### config.mk
export PLATFORM = sky130hd
export DESIGN_NAME = fetch_ctrl
export DESIGN_NICKNAME = d
export VERILOG_FILES = /design/src/rtl/rv_pkg.sv /design/src/rtl/fetch_ctrl.sv
export SDC_FILE = /design/constraint.sdc
export NUM_CORES = 1
export LEC_CHECK = 0
export BUFFER_PORTS_ARGS = -buffer_cell sky130_fd_sc_hd__buf_2
export CORE_AREA = 2 2 162 164
export DETAILED_ROUTE_END_ITERATION = 6
export DIE_AREA = 0 0 164 166
export PLACE_DENSITY_LB_ADDON = 0.2
export SYNTH_ARGS = -nofsm -noshare
export SYNTH_HDL_FRONTEND = slang
export SYNTH_SLANG_ARGS = --single-unit
### constraint.sdc
create_clock -name clk -period 19.05 [get_ports clk]
set_input_delay 3.81 -clock clk [delete_from_list [all_inputs] [get_ports clk]]
set_output_delay 3.81 -clock clk [all_outputs]
set_load 0.05 [all_outputs]
### src/rtl/rv_pkg.sv
// Shared definitions for the RV fetch front end: widths, state encoding, reset defaults.
package rv_pkg;

  localparam int XLEN    = 64;
  localparam int INSTR_W = 32;

  localparam logic [INSTR_W-1:0] NOP_INSTR        = 32'h0000_0013;
  localparam logic [63:0]        RESET_PC_DEFAULT = 64'h0000_0000_0000_0000;

  typedef enum logic [1:0] {
    S_FETCH = 2'd0,
    S_HOLD  = 2'd1,
    S_FAULT = 2'd2
  } fetch_state_e;

  // Instruction targets must be word aligned; any low bit set is a fault.
  function automatic logic is_misaligned(input logic [1:0] addr_lsb);
    return (addr_lsb != 2'b00);
  endfunction

endpackage

### src/rtl/fetch_ctrl.sv
// Instruction fetch controller: one outstanding fetch, single-entry instruction
// buffer toward execute, deferred control-flow redirects and a sticky alignment fault.
module fetch_ctrl
  import rv_pkg::*;
#(
  parameter int              XLEN     = rv_pkg::XLEN,
  parameter logic [XLEN-1:0] RESET_PC = XLEN'(RESET_PC_DEFAULT)
) (
  input  logic               clk,
  input  logic               rst,
  output logic               imem_req,
  output logic [XLEN-1:0]    imem_addr,
  input  logic               imem_ack,
  input  logic [INSTR_W-1:0] imem_rdata,
  output logic [INSTR_W-1:0] instr,
  output logic [XLEN-1:0]    instr_pc,
  output logic               instr_valid,
  input  logic               exec_ready,
  input  logic               redirect_valid,
  input  logic [XLEN-1:0]    redirect_pc,
  output logic               fault,
  output logic [31:0]        fetch_count
);

  fetch_state_e       r_state;
  logic [XLEN-1:0]    r_pc;
  logic               r_imem_req;
  logic [INSTR_W-1:0] r_instr;
  logic [XLEN-1:0]    r_instr_pc;
  logic               r_instr_valid;
  logic               r_fault;
  logic [31:0]        r_fetch_count;
  logic               r_pend;
  logic [XLEN-1:0]    r_pend_pc;

  logic               w_ack;
  logic               w_redir_bad;
  logic               w_redir_ok;
  logic [XLEN-1:0]    w_ack_target;

  assign w_ack        = r_imem_req & imem_ack;
  assign w_redir_bad  = redirect_valid & is_misaligned(redirect_pc[1:0]);
  assign w_redir_ok   = redirect_valid & ~is_misaligned(redirect_pc[1:0]);
  // A redirect arriving with the ack is newer than any pending one.
  assign w_ack_target = w_redir_ok ? redirect_pc : r_pend_pc;

  // Fetch state machine with all outputs held in registers.
  always_ff @(posedge clk or posedge rst) begin
    if (rst) begin
      r_state       <= S_FETCH;
      r_pc          <= RESET_PC;
      r_imem_req    <= 1'b0;
      r_instr       <= NOP_INSTR;
      r_instr_pc    <= {XLEN{1'b0}};
      r_instr_valid <= 1'b0;
      r_fault       <= 1'b0;
      r_fetch_count <= 32'd0;
      r_pend        <= 1'b0;
      r_pend_pc     <= {XLEN{1'b0}};
    end else begin
      case (r_state)
        S_FETCH: begin
          if (w_redir_bad) begin
            r_state       <= S_FAULT;
            r_fault       <= 1'b1;
            r_imem_req    <= 1'b0;
            r_instr_valid <= 1'b0;
            r_pend        <= 1'b0;
          end else if (w_ack) begin
            if (w_redir_ok || r_pend) begin
              // Fetched word belongs to the abandoned path: drop it, refetch.
              r_pc   <= w_ack_target;
              r_pend <= 1'b0;
            end else begin
              r_instr       <= imem_rdata;
              r_instr_pc    <= r_pc;
              r_instr_valid <= 1'b1;
              r_imem_req    <= 1'b0;
              r_state       <= S_HOLD;
            end
          end else begin
            // Address must not move under an open request, so park the target.
            r_imem_req <= 1'b1;
            if (w_redir_ok) begin
              r_pend    <= 1'b1;
              r_pend_pc <= redirect_pc;
            end else begin
              r_pend    <= r_pend;
              r_pend_pc <= r_pend_pc;
            end
          end
        end

        S_HOLD: begin
          if (w_redir_bad) begin
            r_state       <= S_FAULT;
            r_fault       <= 1'b1;
            r_imem_req    <= 1'b0;
            r_instr_valid <= 1'b0;
          end else if (w_redir_ok) begin
            r_pc          <= redirect_pc;
            r_instr_valid <= 1'b0;
            r_imem_req    <= 1'b1;
            r_state       <= S_FETCH;
            if (exec_ready) begin
              r_fetch_count <= r_fetch_count + 32'd1;
            end else begin
              r_fetch_count <= r_fetch_count;
            end
          end else if (exec_ready) begin
            r_pc          <= r_pc + XLEN'(4);
            r_instr_valid <= 1'b0;
            r_fetch_count <= r_fetch_count + 32'd1;
            r_imem_req    <= 1'b1;
            r_state       <= S_FETCH;
          end else begin
            r_state <= S_HOLD;
          end
        end

        S_FAULT: begin
          r_imem_req    <= 1'b0;
          r_instr_valid <= 1'b0;
          r_fault       <= 1'b1;
        end

        default: begin
          r_state       <= S_FAULT;
          r_fault       <= 1'b1;
          r_imem_req    <= 1'b0;
          r_instr_valid <= 1'b0;
        end
      endcase
    end
  end

  assign imem_req    = r_imem_req;
  assign imem_addr   = r_pc;
  assign instr       = r_instr;
  assign instr_pc    = r_instr_pc;
  assign instr_valid = r_instr_valid;
  assign fault       = r_fault;
  assign fetch_count = r_fetch_count;

endmodule
==> metrics.yaml <==
numPortBuffers: 295
async_flop_share_pct: 100
fmax_ghz: 0.160
grt-ovfl-total: 0
drive_gt1_share_pct: 34.9
synth_cells: 1176
top_layer: "met5"
worst-path-max-fanout: 104
grt_pass1_vias: 9775
worst_slack_ns: 12.79
avgRoutedWirePerCell_um: 19.6
required_ns: 19.54
period_minus_slack_ns: 6.26
start_kind: "input port"
max_stage_delay_ns: 0.77
vdd_drop_max_mv: 0.0593
clockBufferDepth: 3
status: "complete, no violations"
cts-root-buf: "clkbuf_16"
cts_resized: 0
worst_clock_skew_ns: 0.0208
met3_length_um: 2630
ys_warn_count: 0
wl_met1_um: 15300
place.gp.congestion: 0.832
end_kind: "flip-flop"
setup_viol: 0
dr_wl_met2_um: 16100
place_ws_ns: 12.22
drt_wl_total_um: 35100
fin_crit_sh_pct: 32.9
antenna_left: 0
path_delay_family: "simple AND/OR/NAND/NOR gates"
dp_cells: 1732
multiInputGateArea_um2: 5510
grt_usage_pct: 25.2
hpwlAfterDp_um: 23300
fin_nets: 1530
hold_path.class: "reg -> reg"
synth_area_leaders: "dfrtp_1 52%, mux2_2 12%, o21ai_0 4.3%"
drt_first_pass_iters: 5
area_growth_pct: 20.2
synth_edf_count: 0
cts_buffers: 28
max_slew_margin_pct: 25.9
setup_tns_ns: 0
h-tree-depth: 1
cts.clk_slew.worst_paths_ns: 0.06
ys.flop_type: "dfrtp_1"
synth_top_cell_by_area: "dfrtp_1"
dieHeight_um: 166
p_per_area_nw_per_um2: 85.5
synth_top_area_share_pct: 51.8
ff_latch_area_um2: 6560
grt_pass1_wl_um: 54800
grt_start_max_net_pins: 147
clkLatencyLatePin_ns: 0.55
rows: 59
final_hold_viol_count: 0
crit_type: "in -> reg"
fin_cells: 1785
numClockSinks: 262
drv_slew: 0
post_cts_buffers: 0
die_width_um: 164
yosysMostFrequentCell: "dfrtp_1"
rsz0062_at_grt: "no"
cap_violations: 0
coreArea_um2: 25600
synthTopCellsByCount: "259 x dfrtp_1, 129 x mux2_2, 116 x nand2_1"
synth.avg_cell_area_um2: 10.6
synth_cell_types: 68
worst_pin_slew_ns: 1.11
crit_buf_inv: 2
fillers: 2188
syn_nets: 1279
crit_chain: "buf_2 -> or3b_2 -> buf_4 -> o21ai_2 -> nand3_4 -> or3_1 -> mux2i_1 -> a211o_1"
vias: 10382
start_util_pct: 48.8
drc_errors: 0
pin_count: 296
crit_path_top_delay_cell: "nand3_4"
die-area_um2: 27200
cts_hold_buf: 0
synth-seq-cells: 262
synth_seq_area_share_pct: 52.5
syn_area_um2: 12500
drtIter0Drc: 810
antenna_found_initial: 2
arrival_ns: 6.75
avgViaCountPerCell: 5.82
p_leak_uw: 0.00774
cts_tree: "built"
per-stage QoR:
step | hold WS, ns | area, um^2 | util (%) | power (uW)
CTS | 0.479 | 15000 | 58.6 | 1300
finish | 0.476 | 15000 | 58.7 | 1280
global placement | 0.456 | 14100 | 55.1 | 759
floorplan | 0.453 | 12500 | - | 710
detailed placement | 0.464 | 14100 | 55.1 | 762
global route | 0.497 | 15000 | 58.6 | 1330
metal layers:
metal  GRT usage (%)  up-vias
met5               0        -
met3            4.75       61
li1                -     4787
met4            7.59        2
met2            39.9      394
met1            35.5     5138
state kept, by name, indices dropped and copies added (netlist names):
register and count:
fetch_count 32, instr_pc 64, imem_addr 64, instr 32
fault 1, r_pend_pc 64, imem_req 1, r_state 2
r_pend 1, instr_valid 1
worst reg2reg max path, delay by kind of cell, from the launching register on:
| family | cells | cell delay (ns) |
|---|---|---|
| and+or+nand+nor | 4 | 1.65 |
| adders and majority gates | 1 | 0.26 |
| DFF | 1 | 0.49 |
| AOI/OAI and AO/OA | 2 | 0.33 |
kinds of logic after synthesis:
logic type,after synthesis,synth area share [%]
simple gates,377,16.0
mux,145,13.1
xor+xnor,31,2.17
flops,262,52.5
compound gates,256,12.3
buf+inv,103,3.74
fa+ha+maj,2,0.200
layout make-up:
type | instances | area share, %
inverter | 19 | 0.525
sequential | 262 | 43.7
antenna | 2 | 0.0333
clock buffer | 47 | 5.80
clock inverter | 4 | 0.233
timing repair buffer | 305 | 10.3
multi-input combinational | 811 | 36.6
tap | 335 | 2.79
report_power, final:
| part | total, uW | internal (uW) | switching (uW) |
|---|---|---|---|
| combinational | 146 | 41.5 | 105 |
| sequential | 605 | 580 | 24.7 |
| clock | 533 | 310 | 223 |
| total | 1280 | 932 | 352 |
final timing paths:
| kind | from | to | slack, ns | cells past startpoint |
|---|---|---|---|---|
| setup reg to reg | imem_addr[2] | imem_addr[50] | 16.14 | 7 |
| max in group asynchronous | rst | instr_pc[23] | 14.08 | 3 |
| hold / removal | instr_pc[29] | instr_pc[29] | 0.48 | 2 |
| setup / recovery | redirect_valid | imem_addr[62] | 12.79 | 8 |
| min in group asynchronous | rst | instr[12] | 3.51 | 2 |
| hold reg to reg | instr_pc[29] | instr_pc[29] | 0.48 | 2 |
layout by cell type, fill, tap and decap left out, types with 7 or more instances in the layout:
cell,count
o22ai_1,10
mux2_1,15
nand2_1,116
inv_1,18
xnor2_1,24
buf_4,10
dfrtp_1,259
and3_1,42
buf_2,295
clkbuf_1,9
nor2_1,52
nand3_1,64
a21oi_1,53
and2_1,9
o311ai_0,8
mux2_2,129
nor3_1,13
nand4_1,28
clkbuf_16,28
clkbuf_8,10
o21ai_0,107
o311a_1,8
xor2_1,7
a31oi_1,25
Power figures use the tool's default switching activity.
